<file path="src/rtl/seg_display_pkg.sv">
// ============================================================================
// Module   : seg_display_pkg
// Purpose  : Shared segment constants, hex-to-segment table, parameter check.
// Revision : 1.0
// ============================================================================
`default_nettype none

package seg_display_pkg;

  localparam logic [6:0] SEG_OFF  = 7'h7F;
  localparam logic [6:0] SEG_DASH = 7'h3F;

  // Active-low cathodes, bit0 = a ... bit6 = g.
  function automatic logic [6:0] hex_to_seg(input logic [3:0] nibble);
    logic [6:0] seg;
    case (nibble)
      4'h0: seg = 7'h40;
      4'h1: seg = 7'h79;
      4'h2: seg = 7'h24;
      4'h3: seg = 7'h30;
      4'h4: seg = 7'h19;
      4'h5: seg = 7'h12;
      4'h6: seg = 7'h02;
      4'h7: seg = 7'h78;
      4'h8: seg = 7'h00;
      4'h9: seg = 7'h10;
      4'hA: seg = 7'h08;
      4'hB: seg = 7'h03;
      4'hC: seg = 7'h46;
      4'hD: seg = 7'h21;
      4'hE: seg = 7'h06;
      default: seg = 7'h0E;
    endcase
    return seg;
  endfunction

  function automatic bit params_legal(input int unsigned digits,
                                      input int unsigned slot_cycles,
                                      input int unsigned guard_cycles);
    return (digits >= 1) && (digits <= 8) && (guard_cycles >= 1) &&
           (slot_cycles >= 2 * guard_cycles + 2);
  endfunction

endpackage

`default_nettype wire

</file>
<file path="src/rtl/seg_display_mux_hex_decode.sv">
// ============================================================================
// Module   : seg_hex_decode
// Purpose  : Combinational nibble to active-low 7-segment decoder.
// Revision : 1.0
// ============================================================================
`default_nettype none

module seg_hex_decode
  import seg_display_pkg::*;
(
  input  logic [3:0] nibble_i,
  output logic [6:0] seg_o
);

  assign seg_o = hex_to_seg(nibble_i);

endmodule

`default_nettype wire

</file>
<file path="src/rtl/seg_display_mux.sv">
// ============================================================================
// Module   : seg_display_mux
// Purpose  : Time-multiplexed common-anode 7-segment scanner with guard bands,
//            per-digit dp/blank and frame-coherent input snapshots.
//            Optional macro SEGDISP_LZB_EN enables leading-zero blanking.
// Revision : 1.0
// ============================================================================
`default_nettype none

module seg_display_mux
  import seg_display_pkg::*;
#(
  parameter int unsigned DIGITS       = 4,
  parameter int unsigned SLOT_CYCLES  = 100,
  parameter int unsigned GUARD_CYCLES = 10
) (
  input  logic                  clk,
  input  logic                  rst,
  input  logic [4*DIGITS-1:0]   number_i,
  input  logic [DIGITS-1:0]     dp_i,
  input  logic [DIGITS-1:0]     blank_i,
  input  logic                  empty_i,
  output logic [6:0]            seg_o,
  output logic                  dp_out_o,
  output logic [DIGITS-1:0]     an_o,
  output logic                  frame_start_o
);

  localparam int unsigned C_SW = $clog2(SLOT_CYCLES);
  localparam int unsigned C_DW = (DIGITS > 1) ? $clog2(DIGITS) : 1;

  generate
    if (!params_legal(DIGITS, SLOT_CYCLES, GUARD_CYCLES)) begin : g_bad_params
      $error("seg_display_mux: illegal DIGITS/SLOT_CYCLES/GUARD_CYCLES");
    end
  endgenerate

  logic [C_SW-1:0]     s_q, s_d;
  logic [C_DW-1:0]     d_q, d_d;
  logic [4*DIGITS-1:0] num_snap_q, num_snap_d;
  logic [DIGITS-1:0]   dp_snap_q, dp_snap_d;
  logic [DIGITS-1:0]   blank_snap_q, blank_snap_d;
  logic                lit_q, lit_d;
  logic [DIGITS-1:0]   an_q, an_d;
  logic [6:0]          seg_q, seg_d;
  logic                dp_out_q, dp_out_d;
  logic                fs_q, fs_d;

  // Digit 0 decodes from the live inputs because they become the new snapshot.
  logic                first_digit;
  logic [4*DIGITS-1:0] src_num;
  logic [DIGITS-1:0]   src_dp;
  logic [DIGITS-1:0]   src_blank;
  logic [6:0]          hex_seg;
  logic                digit_blank;

  assign first_digit = (d_q == '0);
  assign src_num     = first_digit ? number_i : num_snap_q;
  assign src_dp      = first_digit ? dp_i     : dp_snap_q;
  assign src_blank   = first_digit ? blank_i  : blank_snap_q;

  seg_hex_decode u_hex_decode (
    .nibble_i (src_num[4*d_q +: 4]),
    .seg_o    (hex_seg)
  );

`ifdef SEGDISP_LZB_EN
  logic [C_DW-1:0] msd;
  always_comb begin
    msd = '0;
    for (int i = 0; i < int'(DIGITS); i++) begin
      if (src_num[4*i +: 4] != 4'h0) msd = C_DW'(i);
    end
  end
  assign digit_blank = src_blank[d_q] | (d_q > msd);
`else
  assign digit_blank = src_blank[d_q];
`endif

  always_comb begin
    s_d          = (s_q == C_SW'(SLOT_CYCLES - 1)) ? '0 : s_q + C_SW'(1);
    d_d          = d_q;
    num_snap_d   = num_snap_q;
    dp_snap_d    = dp_snap_q;
    blank_snap_d = blank_snap_q;
    lit_d        = lit_q;
    an_d         = an_q;
    seg_d        = seg_q;
    dp_out_d     = dp_out_q;
    fs_d         = 1'b0;

    if (s_q == C_SW'(SLOT_CYCLES - 1)) begin
      d_d = (d_q == C_DW'(DIGITS - 1)) ? '0 : d_q + C_DW'(1);
    end

    if (s_q == '0) begin
      an_d  = '1;
      lit_d = ~digit_blank;
      if (empty_i) begin
        seg_d    = SEG_DASH;
        dp_out_d = 1'b1;
      end else if (digit_blank) begin
        seg_d    = SEG_OFF;
        dp_out_d = 1'b1;
      end else begin
        seg_d    = hex_seg;
        dp_out_d = ~src_dp[d_q];
      end
      if (first_digit) begin
        num_snap_d   = number_i;
        dp_snap_d    = dp_i;
        blank_snap_d = blank_i;
        fs_d         = 1'b1;
      end
    end

    if ((s_q == C_SW'(GUARD_CYCLES)) && lit_q) begin
      an_d = ~(DIGITS'(1) << d_q);
    end
    if (s_q == C_SW'(SLOT_CYCLES - GUARD_CYCLES)) begin
      an_d = '1;
    end
  end

  always_ff @(posedge clk) begin
    if (rst) begin
      s_q          <= '0;
      d_q          <= '0;
      num_snap_q   <= '0;
      dp_snap_q    <= '0;
      blank_snap_q <= '0;
      lit_q        <= 1'b0;
      an_q         <= '1;
      seg_q        <= SEG_OFF;
      dp_out_q     <= 1'b1;
      fs_q         <= 1'b0;
    end else begin
      s_q          <= s_d;
      d_q          <= d_d;
      num_snap_q   <= num_snap_d;
      dp_snap_q    <= dp_snap_d;
      blank_snap_q <= blank_snap_d;
      lit_q        <= lit_d;
      an_q         <= an_d;
      seg_q        <= seg_d;
      dp_out_q     <= dp_out_d;
      fs_q         <= fs_d;
    end
  end

  assign seg_o         = seg_q;
  assign dp_out_o      = dp_out_q;
  assign an_o          = an_q;
  assign frame_start_o = fs_q;

endmodule

`default_nettype wire

</file>
<file path="config.mk">
export PLATFORM = sky130hd
export DESIGN_NAME = seg_display_mux
export DESIGN_NICKNAME = d
export VERILOG_FILES = /design/src/rtl/seg_display_pkg.sv /design/src/rtl/seg_display_mux_hex_decode.sv /design/src/rtl/seg_display_mux.sv
export SDC_FILE = /design/constraint.sdc
export NUM_CORES = 1
export LEC_CHECK = 0
export BUFFER_PORTS_ARGS = -buffer_cell sky130_fd_sc_hd__buf_2
export CORE_UTILIZATION = 55
export CTS_CLUSTER_DIAMETER = 50
export DETAILED_ROUTE_END_ITERATION = 10
export MAX_ROUTING_LAYER = met4
export PLACE_DENSITY = 0.8
export SYNTH_ARGS = -nofsm -noshare
export SYNTH_HDL_FRONTEND = slang
export SYNTH_HIERARCHICAL = 1
export SYNTH_SLANG_ARGS = --single-unit
</file>
<file path="constraint.sdc">
create_clock -name clk -period 7.1 [get_ports clk]
set_clock_uncertainty 0.2 [all_clocks]
set_input_delay 1.065 -clock clk [delete_from_list [all_inputs] [get_ports clk]]
set_output_delay 1.065 -clock clk [all_outputs]
set_load 0.05 [all_outputs]
</file>
==> summary.md, run 1 <==
| Metric | Value |
|---|---|
| Net switching power | `167.5 uW` |
| Average via count per standard cell | `5.715` |
| Initial cell density of the core | `58.08%` |
| Sequential cell fraction of total power | `51.2%` |
| Input/output buffers | `39` |
| Hold Crit Class | `flip-flop to flip-flop` |
| Remaining design rule violation count | `0` |
| Peak ir drop on the vdd network | `0.1111 mV` |
| Clock buffer depth | `2` |
| Final worst path period share | `53.97%` |
| Core Footprint | `4414 sq um` |
| Most area-consuming cells after synthesis | `sky130_fd_sc_hd__dfxtp_1 (37%), sky130_fd_sc_hd__mux4_2 (8.8%), sky130_fd_sc_hd__ha_1 (6.8%)` |
| Maximum number of pins on one net before global-route repair | `46` |
| Clock share of power | `30.1%` |
| Final std cell area, no fill | `2794 sq um` |
| CP arrival | `3.87 ns` |
| Area fraction of the dominant cell type after synthesis | `36.70%` |
| Overall routed net length | `5225 um` |
| Vias in the first global route | `1,922` |
| Critical path's slowest cell | `sky130_fd_sc_hd__dfxtp_1` |
| Part of the total power dissipated in combinational logic | `18.6%` |
| Pwr dens | `204.8 nW/um^2` |
| Most used standard cell by instance count after synthesis | `sky130_fd_sc_hd__dfxtp_1` |
| Leak pwr | `0.001202 uW` |
| Relative slew slack | `36.29%` |
| Count of distinct cell types in the synthesized netlist | `34` |
| Net switching share of the total power | `29.27%` |
| Cell Int Power | `404.7 uW` |
| CP Launch Type | `flip-flop` |
| Total die area | `4939 sq um` |
| TritonCTS clock tree | `done` |
| Initial antenna violation count | `0` |
| Worst Path Required | `7.14 ns` |
| CTS Root Cell | `sky130_fd_sc_hd__clkbuf_8` |
| Die Height | `70.28 um` |
| Synthesized area | `2564 sq um` |
| Antenna cells | `0` |
| Share of layout cells above drive strength 1 | `21.29%` |
| Number of cells produced by synthesis | `284` |
| Top post-synthesis cells by count | `sky130_fd_sc_hd__dfxtp_1 (47), sky130_fd_sc_hd__nor2_1 (34), sky130_fd_sc_hd__nand2_1 (32)` |
| Synthesized flop and latch total | `47` |
| Chip Width | `70.28 um` |
| Tmin final | `3.832 ns` |
| Cell Area, Placed | `2699 sq um` |
| CP Cell Sequence | `inv_1 -> ha_1 -> buf_4 -> mux4_2 -> nand2_1 -> nand2_1 -> and2b_2 -> or3b_1 -> o21ai_0 -> nor2_1 -> a21oi_1` |
| Kind of critical path | `flip-flop to flip-flop` |
| Number of buffers and inverters on the critical path | `2` |
| Number of failing hold endpoints at the final stage | `0` |
| Buffers inserted by post-CTS timing repair | `0` |
| Average routed wire per standard cell | `14.43 um` |
| Number of routed nets with antenna violations | `0` |
| Status | `finished clean` |
| Number of detailed-routing iterations run before antenna repair | `5` |
| Routed vias | `2,069` |
| Global-route wire length before repair | `8618 um` |
| Crit-path leading delay family | `simple AND/OR/NAND/NOR gates` |
| Number of filler instances in the final layout | `371` |
| Slew at the pin with the worst max-slew slack | `0.9529 ns` |
| Number of CTS-inserted buffers | `5` |
| MaxCap Viol Count | `0` |
| Total global routing overflow | `0` |
| Number of placed I/O pins | `40` |
| Mapped Nets | `325` |
| Peak fanout along the critical path | `25` |
| Most repeated library cell on the critical path | `sky130_fd_sc_hd__nand2_1` |
| Warnings, synthesis | `6` |
| Count of cells resized by post-cts repair | `0` |
| Most used flip-flop cell after synthesis | `sky130_fd_sc_hd__dfxtp_1` |
| Count of H-tree levels built during CTS | `2` |
| Mean instance size in the synthesized netlist | `9.027 sq um` |
| Fraction of the yosys area taken by sequential cells | `36.70%` |
| Sum of negative setup slack | `0 ns` |
| Final setup violation count | `0` |
| Number of synthesized flops with an enable pin | `0` |
| Worst-Skew Late Latency | `0.31 ns` |
| Type of element capturing the critical path | `flip-flop` |
| Library cell with the largest summed area after synthesis | `sky130_fd_sc_hd__dfxtp_1` |
| RSZ-0062 raised after global routing | `false` |
| Peak Freq | `261.0 MHz` |
| Global-route usage over all layers | `22.86%` |
| Post-CTS clock slew at the launch and capture registers of the worst setup and hold paths | `0.09 ns` |
| Biggest cell delay along the critical path | `0.90 ns` |
| Share of synthesized flip-flops with an asynchronous set or reset | `0%` |
| Total of hold buffers inserted after clock tree synthesis | `0` |
| Routability-driven placement congestion ratio | `0.8166` |
| Number of design-rule violations left by the first detailed-router iteration | `147` |
| FP Rows | `24` |
| Nets | `350` |
| Layout overhead on the synthesized area | `8.980%` |
| Clk sink count | `47` |
| Final Max Tran Viols | `0` |
| Half-perimeter wire length of the detailed placement result | `3713 um` |
-- sequential cells by signal (all words and copies together) (netlist names) --
signal / count
dp_snap_q: 4
s_q: 7
lit_q: 1
an_o: 4
d_q: 2
dp_out_o: 1
seg_o: 7
blank_snap_q: 4
num_snap_q: 16
frame_start_o: 1
-- cells in the final DEF, fill, tap and decap left out, types with 2 or more instances in the layout --
cell                        n
sky130_fd_sc_hd__inv_1      8
sky130_fd_sc_hd__clkbuf_8   6
sky130_fd_sc_hd__dfxtp_1   47
sky130_fd_sc_hd__buf_2     39
sky130_fd_sc_hd__a21oi_1   27
sky130_fd_sc_hd__xnor2_1    3
sky130_fd_sc_hd__and2_1     6
sky130_fd_sc_hd__nor2b_1    2
sky130_fd_sc_hd__mux4_2    10
sky130_fd_sc_hd__buf_4      2
sky130_fd_sc_hd__o21ai_0    6
sky130_fd_sc_hd__xor2_1     2
sky130_fd_sc_hd__nand2_1   32
sky130_fd_sc_hd__a22oi_1    2
sky130_fd_sc_hd__nor3_1    13
sky130_fd_sc_hd__nand3_1   19
sky130_fd_sc_hd__and3_1     4
sky130_fd_sc_hd__nor2_1    34
sky130_fd_sc_hd__a211oi_2   4
sky130_fd_sc_hd__mux2i_1   15
sky130_fd_sc_hd__a22o_1     2
sky130_fd_sc_hd__ha_1      14
-- area by class of cell --
cell class              count  area [sq um]  share of cell area (%)
multi-input cells         206          1453                   51.99
flip-flops and latches     47         940.9                   33.68
repair buffers             41         210.2                   7.524
clock buffers               7         86.33                   3.090
well taps                  52         65.06                   2.329
inverters                   8         30.03                   1.075
clock inverters             1         8.758                  0.3135
-- power groups by stage --
stage,logic [uW],clock network [uW],registers (uW)
2_1_floorplan,75.7,0,308
3_3_place_gp,104,0,299
3_5_place_dp,106,0,299
4_1_cts,107,176,293
5_1_grt,118,185,295
6_report,107,172,293
-- cells by family (layout without fill, tap and decap cells) --
family                   Yosys count  after routing  share of synthesized area [%]
AND/OR/NAND/NOR                  116            116                          21.43
flip-flops                        47             47                          36.70
AO/OA/AOI/OAI                     44             44                          10.59
buffers and inverters             31             57                          6.637
multiplexers                      27             27                          16.11
adder cells (fa/ha/maj)           14             14                          6.833
XOR/XNOR                           5              5                          1.708
-- routing by layer --
metal / global-route usage [%] / vias to the layer above / part of all wire, %
met5: - / - / 0
met4: 11.11 / 0 / 2.2
met3: 3.896 / 10 / 4.0
met2: 36.30 / 55 / 48
met1: 28.14 / 974 / 46
li1: - / 1030 / -
-- worst paths after layout --
check,cells after the start,endpoint,slack (ns),start
worst min register to register,2,num_snap_q[15],0.26,num_snap_q[15]
worst min-delay path,2,num_snap_q[15],0.26,num_snap_q[15]
worst max register to register,11,seg_o[0],3.27,d_q[0]
worst max-delay path,11,seg_o[0],3.27,d_q[0]
-- tightest hold or removal path: cells and delay by family (launching register included) --
| family | cells | cell delay, ns |
|---|---|---|
| compound gates | 1 | 0.05 |
| flops | 1 | 0.32 |
| simple gates | 1 | 0.05 |
-- metrics by stage --
step	setup slack [ns]	util, %	instances	hold WS, ns	total power (uW)
global route	2.973	63.29	362	0.2810	598.1
floorplan	3.751	-	284	0.2256	384.1
CTS	3.215	63.29	362	0.2580	576.5
finish	3.268	63.29	362	0.2567	572.3
detailed placement	3.288	61.14	354	0.2453	405.8
global placement	3.427	61.14	354	0.2391	402.3
(Power assumes the default switching activity.)
==> run 2: changes to the inputs <==
--- a/config.mk
+++ b/config.mk
@@ -5,6 +5,7 @@
 export SDC_FILE = /design/constraint.sdc
 export NUM_CORES = 1
 export LEC_CHECK = 0
+export ABC_AREA = 1
 export BUFFER_PORTS_ARGS = -buffer_cell sky130_fd_sc_hd__buf_2
 export CORE_UTILIZATION = 55
 export CTS_CLUSTER_DIAMETER = 50
==> constraint.sdc (replaced) <==
create_clock -name clk -period 3.8 [get_ports clk]
set_clock_uncertainty 0.2 [all_clocks]
set_input_delay 0.57 -clock clk [delete_from_list [all_inputs] [get_ports clk]]
set_output_delay 0.57 -clock clk [all_outputs]
set_load 0.05 [all_outputs]
==> summary.md, run 2 <==
| Metric | Value |
|---|---|
| Status | `finished clean` |
| Peak ir drop on the vdd network | `0.2405 mV (+120%)` |
| Half-perimeter wire length of the detailed placement result | `4025 um (+8.4%)` |
| Layout overhead on the synthesized area | `10.14%` |
| Commonest non-fill, non-tap cell in the layout | `sky130_fd_sc_hd__nand2_1` |
| Core Footprint | `4444 sq um (+0.68%)` |
| Kind of critical path | `flip-flop to flip-flop` |
| Nets | `457 (+31%)` |
| Post-CTS clock slew at the launch and capture registers of the worst setup and hold paths | `0.08 ns (about the same)` |
| Number of synthesized flops with an enable pin | `0 (unchanged)` |
| Worst Path Required | `3.79 ns (-3.35 ns)` |
| Worst-Skew Late Latency | `0.29 ns (-0.02 ns)` |
| Worst-case setup slack after placement | `0.5667 ns (-2.722 ns)` |
| Largest register by flop count | `num_snap_q` |
| Global-route wire length before repair | `9570 um (+11%)` |
| Number of failing hold endpoints at the final stage | `0 (unchanged)` |
| Capture endpoint of the worst hold path | `seg_o[0]` |
| Sequential cell fraction of total power | `51.8% (+0.6 points)` |
| Most used standard cell by instance count after synthesis | `sky130_fd_sc_hd__nand2_1` |
| Clock buffer depth | `2 (unchanged)` |
| Library cell with the largest summed area after synthesis | `sky130_fd_sc_hd__dfxtp_1` |
| Source of the critical timing path | `d_q[0]` |
| Count of H-tree levels built during CTS | `2 (unchanged)` |
| Total die area | `5011 sq um (+1.5%)` |
| Share of layout cells above drive strength 1 | `13.67% (-7.6 points)` |
| Initial antenna violation count | `0 (unchanged)` |
| Peak fanout along the critical path | `24 (-4.0%)` |
| Number of routed nets with antenna violations | `0 (unchanged)` |
| Number of flip-flops in the largest register | `16 (unchanged)` |
| Cell Int Power | `736.1 uW (+82%)` |
| Clock share of power | `26.8% (-3.3 points)` |
| Total of hold buffers inserted after clock tree synthesis | `0 (unchanged)` |
| Number of filler instances in the final layout | `429 (+16%)` |
| Leak pwr | `0.001439 uW (+20%)` |
| Hold Crit Class | `flip-flop to flip-flop` |
| CP arrival | `3.25 ns (-0.62 ns)` |
| Most frequent cells in the layout | `sky130_fd_sc_hd__nand2_1 (103), sky130_fd_sc_hd__nor2_1 (56), sky130_fd_sc_hd__dfxtp_1 (47)` |
| Peak Freq | `307.2 MHz (+18%)` |
| Input/output buffers | `39 (unchanged)` |
| Average routed wire per standard cell | `12.12 um (-16%)` |
| TritonCTS clock tree | `done` |
| Net switching share of the total power | `31.30% (+2.0 points)` |
| Final std cells w/o fill | `469 (+30%)` |
| Routability-driven placement congestion ratio | `0.9513 (+16%)` |
| Part of the total power dissipated in combinational logic | `21.4% (+2.8 points)` |
| Vias in the first global route | `2,146 (+12%)` |
| Area fraction of the dominant cell type after synthesis | `36.15% (-0.55 points)` |
| Top post-synthesis cells by count | `sky130_fd_sc_hd__nand2_1 (103), sky130_fd_sc_hd__nor2_1 (56), sky130_fd_sc_hd__dfxtp_1 (47)` |
| Number of placed I/O pins | `40 (unchanged)` |
| R2R Setup Slk | `0.55 ns (-2.72 ns)` |
| Fraction of the yosys area taken by sequential cells | `36.15% (-0.55 points)` |
| Biggest cell delay along the critical path | `0.59 ns (-0.31 ns)` |
| Number of cells produced by synthesis | `384 (+35%)` |
| Depth of the worst register-to-register path | `16 (+5)` |
| Maximum number of pins on one net before global-route repair | `26 (-43%)` |
| CP Launch Type | `flip-flop` |
| Die Height | `70.79 um (+0.73%)` |
| Synthesized flop and latch total | `47 (unchanged)` |
| Critical path's slowest cell | `sky130_fd_sc_hd__dfxtp_1` |
| CTS Root Cell | `sky130_fd_sc_hd__clkbuf_8` |
| Initial cell density of the core | `58.56% (+0.48 points)` |
| RSZ-0062 raised after global routing | `false` |
| Chip Width | `70.79 um (+0.73%)` |
| Total global routing overflow | `0 (unchanged)` |
| Count of distinct cell types in the synthesized netlist | `28 (-18%)` |
| Synthesized area | `2602 sq um (+1.5%)` |
| Global-route usage over all layers | `24.69% (+1.8 points)` |
| Tmin final | `3.255 ns (-0.5770 ns)` |
| Final setup violation count | `0 (unchanged)` |
| Slew at the pin with the worst max-slew slack | `0.6577 ns (-0.2952 ns)` |
| Reg-to-reg critical path startpoint | `d_q[0]` |
| Pwr dens | `373.8 nW/um^2 (+83%)` |
| Overall routed net length | `5686 um (+8.8%)` |
| Share of synthesized flip-flops with an asynchronous set or reset | `0% (unchanged)` |
| Number of CTS-inserted buffers | `5 (unchanged)` |
| MaxCap Viol Count | `0 (unchanged)` |
| Count of cells resized by post-cts repair | `0 (unchanged)` |
| Critical register-to-register path endpoint | `seg_o[3]` |
| Relative slew slack | `56.10% (+20 points)` |
| Mean instance size in the synthesized netlist | `6.777 sq um (-25%)` |
| Final worst path period share | `85.66% (+32 points)` |
| Routed vias | `2,408 (+16%)` |
| Clk sink count | `47 (unchanged)` |
| Placed instance count | `461 (+30%)` |
| Post-layout utilization of the core | `64.50% (+1.2 points)` |
| Buffers inserted by post-CTS timing repair | `0 (unchanged)` |
| Final Max Tran Viols | `0 (unchanged)` |
| Sum of negative setup slack | `0 ns (unchanged)` |
| Number of detailed-routing iterations run before antenna repair | `6 (+1)` |
| Final setup margin | `0.5451 ns (-2.723 ns)` |
| Average via count per standard cell | `5.134 (-10%)` |
| Remaining design rule violation count | `0 (unchanged)` |
| Net switching power | `335.4 uW (+100%)` |
| Most repeated library cell on the critical path | `sky130_fd_sc_hd__nand2_1` |
| Most used flip-flop cell after synthesis | `sky130_fd_sc_hd__dfxtp_1` |
| Min-Delay Startpoint | `seg_o[0]` |
| CP Cell Sequence | `inv_1 -> ha_1 -> buf_4 -> mux2i_1 -> nand2_1 -> o21ai_0 -> o21ai_0 -> inv_1 -> ha_1 -> nand2_1 -> nand3_1 -> nand2_1 -> inv_1 -> nand3_1 -> nand2_1 -> nand2_1` |
| Number of cells on the worst hold path | `2 (unchanged)` |
| Number of design-rule violations left by the first detailed-router iteration | `164 (+12%)` |
| Mapped Nets | `425 (+31%)` |
| Warnings, synthesis | `6 (unchanged)` |
| Antenna cells | `0 (unchanged)` |
| FP Rows | `24 (unchanged)` |
| Type of element capturing the critical path | `flip-flop` |
| Most area-consuming cells after synthesis | `sky130_fd_sc_hd__dfxtp_1 (36%), sky130_fd_sc_hd__nand2_1 (15%), sky130_fd_sc_hd__nor2_1 (8.1%)` |
run 2: critical path: cells and delay by family (launching register included):
family	cells	cell delay (ns)
compound gates	2	0.51
fa+ha+maj	2	0.60
buf+inv	4	0.61
flops	1	0.59
mux	1	0.17
simple gates	7	0.44
run 2: cell families after synthesis:
| group | count (synthesis) | share of synthesized area [%] |
|---|---|---|
| DFF | 47 | 36.15 |
| and+or+nand+nor | 199 | 31.63 |
| AOI/OAI and AO/OA | 64 | 12.84 |
| muxes | 8 | 3.077 |
| buffers and inverters | 50 | 8.894 |
| adders and majority gates | 14 | 6.731 |
| xor gates and xnor gates | 2 | 0.6732 |
run 2: worst max path at each step:
stage | cells after the start | end | slack (ns)
finish | 16 | seg_o[3] | 0.55
global route | 16 | seg_o[3] | 0.06
CTS | 16 | seg_o[3] | 0.56
detailed placement | 16 | seg_o[3] | 0.57
global placement | 16 | seg_o[3] | 0.69
floorplan | 18 | seg_o[3] | 0.70
run 2: per-layer routing:
layer  vias to the layer above  share of wire [%]  global-route usage, %
li1                       1297                  -                      -
met1                      1049                 53                  34.38
met2                        56                 41                  36.75
met3                         6                4.7                  5.698
met4                         0               0.84                  5.111
met5                         -                  0                      -
run 2: area by class of cell:
| type | instances | area (sq um) | area share [%] |
|---|---|---|---|
| clock buffer | 7 | 76.32 | 2.663 |
| clock inverter | 1 | 5.005 | 0.1746 |
| inverter | 31 | 116.4 | 4.059 |
| multi-input combinational | 287 | 1430 | 49.89 |
| sequential | 47 | 940.9 | 32.82 |
| tap | 52 | 65.06 | 2.270 |
| timing repair buffer | 44 | 232.7 | 8.119 |
run 2: power by group through the flow:
| stage | clock [uW] | combinational [uW] | sequential [uW] |
|---|---|---|---|
| floorplan | 0 | 146 | 603 |
| global placement | 0 | 224 | 566 |
| CTS | 295 | 229 | 556 |
| global route | 316 | 259 | 560 |
| finish | 287 | 229 | 555 |
| detailed placement | 0 | 228 | 567 |
run 2: stage by stage:
stage / cell area [sq um] / power [uW] / hold WS [ns]
2_1_floorplan: 2603 / 748.7 / 0.2286
3_3_place_gp: 2785 / 789.5 / 0.2431
3_5_place_dp: 2785 / 795.1 / 0.2520
4_1_cts: 2867 / 1079 / 0.2657
5_1_grt: 2867 / 1134 / 0.2955
6_report: 2867 / 1072 / 0.2691
==> run 3: changes to the inputs <==
==> constraint.sdc (replaced) <==
create_clock -name clk -period 3.4 [get_ports clk]
set_clock_uncertainty 0.2 [all_clocks]
set_input_delay 0.51 -clock clk [delete_from_list [all_inputs] [get_ports clk]]
set_output_delay 0.51 -clock clk [all_outputs]
set_load 0.05 [all_outputs]
==> summary.md, run 3 (same netlist as run 2, synthesis figures left out) <==
| Metric | Value |
|---|---|
| Type of element capturing the critical path | `flip-flop` |
| Global-route usage over all layers | `26.86% (+2.2 points)` |
| Count of H-tree levels built during CTS | `2 (unchanged)` |
| FP Rows | `24 (unchanged)` |
| Number of CTS-inserted buffers | `5 (unchanged)` |
| Most frequent cells in the layout | `sky130_fd_sc_hd__nand2_1 (103), sky130_fd_sc_hd__nor2_1 (56), sky130_fd_sc_hd__dfxtp_1 (47)` |
| Clk sink count | `47 (unchanged)` |
| Clock buffer depth | `2 (unchanged)` |
| Half-perimeter wire length of the detailed placement result | `4280 um (+6.3%)` |
| Chip Width | `70.79 um (unchanged)` |
| Core Footprint | `4444 sq um (unchanged)` |
| Crit-path leading delay family | `simple AND/OR/NAND/NOR gates` |
| Overall Power | `1312 uW (+22%)` |
| Final std cells w/o fill | `474 (+1.1%)` |
| Number of buffers and inverters on the critical path | `6 (+2)` |
| Routed vias | `2,547 (+5.8%)` |
| Input/output buffers | `39 (unchanged)` |
| Largest register by flop count | `num_snap_q` |
| Routability-driven placement congestion ratio | `0.9348 (-1.7%)` |
| Final worst path period share | `84.25% (-1.4 points)` |
| MaxCap Viol Count | `0 (unchanged)` |
| Number of placed I/O pins | `40 (unchanged)` |
| Layout overhead on the synthesized area | `12.98%` |
| Number of design-rule violations left by the first detailed-router iteration | `147 (-10%)` |
| Final Max Tran Viols | `0 (unchanged)` |
| Slew at the pin with the worst max-slew slack | `0.7422 ns (+0.08444 ns)` |
| Global-route wire length before repair | `10,410 um (+8.8%)` |
| Vias in the first global route | `2,403 (+12%)` |
| Worst Path Required | `3.40 ns (-0.39 ns)` |
| Worst-Skew Late Latency | `0.31 ns (+0.02 ns)` |
| Average via count per standard cell | `5.373 (+4.7%)` |
| CTS Root Cell | `sky130_fd_sc_hd__clkbuf_8` |
| CP arrival | `2.87 ns (-0.38 ns)` |
| Peak ir drop on the vdd network | `0.1967 mV (-18%)` |
| Post-CTS clock slew at the launch and capture registers of the worst setup and hold paths | `0.09 ns (about the same)` |
| Final std cell area, no fill | `2940 sq um (+2.6%)` |
| Share of layout cells above drive strength 1 | `15.17% (+1.5 points)` |
| Cell Area, Placed | `2823 sq um (+1.3%)` |
| Die Height | `70.79 um (unchanged)` |
| Hold Crit Class | `flip-flop to flip-flop` |
| Relative slew slack | `50.19% (-5.9 points)` |
| Total global routing overflow | `0 (unchanged)` |
| CP Launch Type | `flip-flop` |
| Peak fanout along the critical path | `17 (-29%)` |
| Antenna cells | `0 (unchanged)` |
| Placed instance count | `466 (+1.1%)` |
| Number of detailed-routing iterations run before antenna repair | `6 (unchanged)` |
| Maximum number of pins on one net before global-route repair | `31 (+19%)` |
| Peak Freq | `349.1 MHz (+14%)` |
| Remaining design rule violation count | `0 (unchanged)` |
| Tmin final | `2.865 ns (-0.3904 ns)` |
| Average routed wire per standard cell | `12.92 um (+6.6%)` |
| Status | `finished clean` |
| Final setup violation count | `0 (unchanged)` |
| Overall routed net length | `6124 um (+7.7%)` |
| Total die area | `5011 sq um (unchanged)` |
| Sum of negative setup slack | `0 ns (unchanged)` |
| CP Cell Sequence | `inv_1 -> ha_1 -> inv_2 -> buf_4 -> nand2_1 -> nand2_1 -> o21ai_0 -> a21oi_1 -> or2_2 -> inv_1 -> ha_1 -> inv_1 -> nand3_1 -> o21ai_0 -> inv_1 -> nand3_1 -> nand2_1 -> nand2_1` |
| Biggest cell delay along the critical path | `0.36 ns (-0.23 ns)` |
| Total of hold buffers inserted after clock tree synthesis | `0 (unchanged)` |
| TritonCTS clock tree | `done` |
| Pwr dens | `446.2 nW/um^2 (+19%)` |
| Area occupied by multi-input gates | `1430 sq um (unchanged)` |
| Initial antenna violation count | `0 (unchanged)` |
| RSZ-0062 raised after global routing | `false` |
| Worst-case setup slack after placement | `0.4136 ns (-0.1531 ns)` |
| Number of routed nets with antenna violations | `0 (unchanged)` |
| Commonest non-fill, non-tap cell in the layout | `sky130_fd_sc_hd__nand2_1` |
| Number of failing hold endpoints at the final stage | `0 (unchanged)` |
| Kind of critical path | `flip-flop to flip-flop` |
| Number of filler instances in the final layout | `416 (-3.0%)` |
| Nets | `462 (+1.1%)` |
| Number of flip-flops in the largest register | `16 (unchanged)` |
| Leak pwr | `0.001481 uW (+3.0%)` |
| Critical path's slowest cell | `sky130_fd_sc_hd__or2_2` |
| Final setup margin | `0.5354 ns (-0.009610 ns)` |
| Initial cell density of the core | `58.56% (unchanged)` |
| Register area | `940.9 sq um (unchanged)` |
## run 3: layout make-up
type                            count  area share [%]
Multi-Input combinational cell    287           48.64
Sequential cell                    47           32.00
Clock buffer                        6           2.809
Inverter                           31           3.957
Clock inverter                      2           1.191
Tap cell                           52           2.213
Timing Repair Buffer               49           9.191
## run 3: where the power goes
part           internal, uW  switching (uW)
Sequential              598            24.5
Combinational          81.1             178
Clock                   238             193
Total                   917             395
## run 3: per-stage QoR
stage | utilization [%] | hold WS, ns
2_1_floorplan | - | 0.2286
6_report | 66.16 | 0.2728
5_1_grt | 66.16 | 0.3011
3_3_place_gp | 63.51 | 0.2449
3_5_place_dp | 63.51 | 0.2529
4_1_cts | 66.16 | 0.2733
## run 3: tightest hold or removal path, cell delays in order, from the launching register on
cell and delay, ns:
sky130_fd_sc_hd__dfxtp_1 0.33, sky130_fd_sc_hd__a21oi_1 0.06, sky130_fd_sc_hd__nand2_1 0.06
## run 3: path summary, 6_finish.rpt
path                                from       end  slack (ns)  cells past startpoint
worst min-delay path            dp_out_o  dp_out_o        0.27                      2
worst min register to register  dp_out_o  dp_out_o        0.27                      2
worst max register to register    d_q[0]  seg_o[2]        0.54                     18
worst max-delay path              d_q[0]  seg_o[2]        0.54                     18
## run 3: timing repair
item,in CTS,in global routing
resized for setup,0,1
setup endpoints to repair,0,6
buffers inserted,0,0
## run 3: layer usage
metal  wire (um)  up-vias  global-route usage (%)
met3         349        8                   4.843
li1            -     1302                       -
met1        2976     1162                   34.70
met2        2740       75                   43.38
met5           0        -                       -
met4          58        0                   7.333
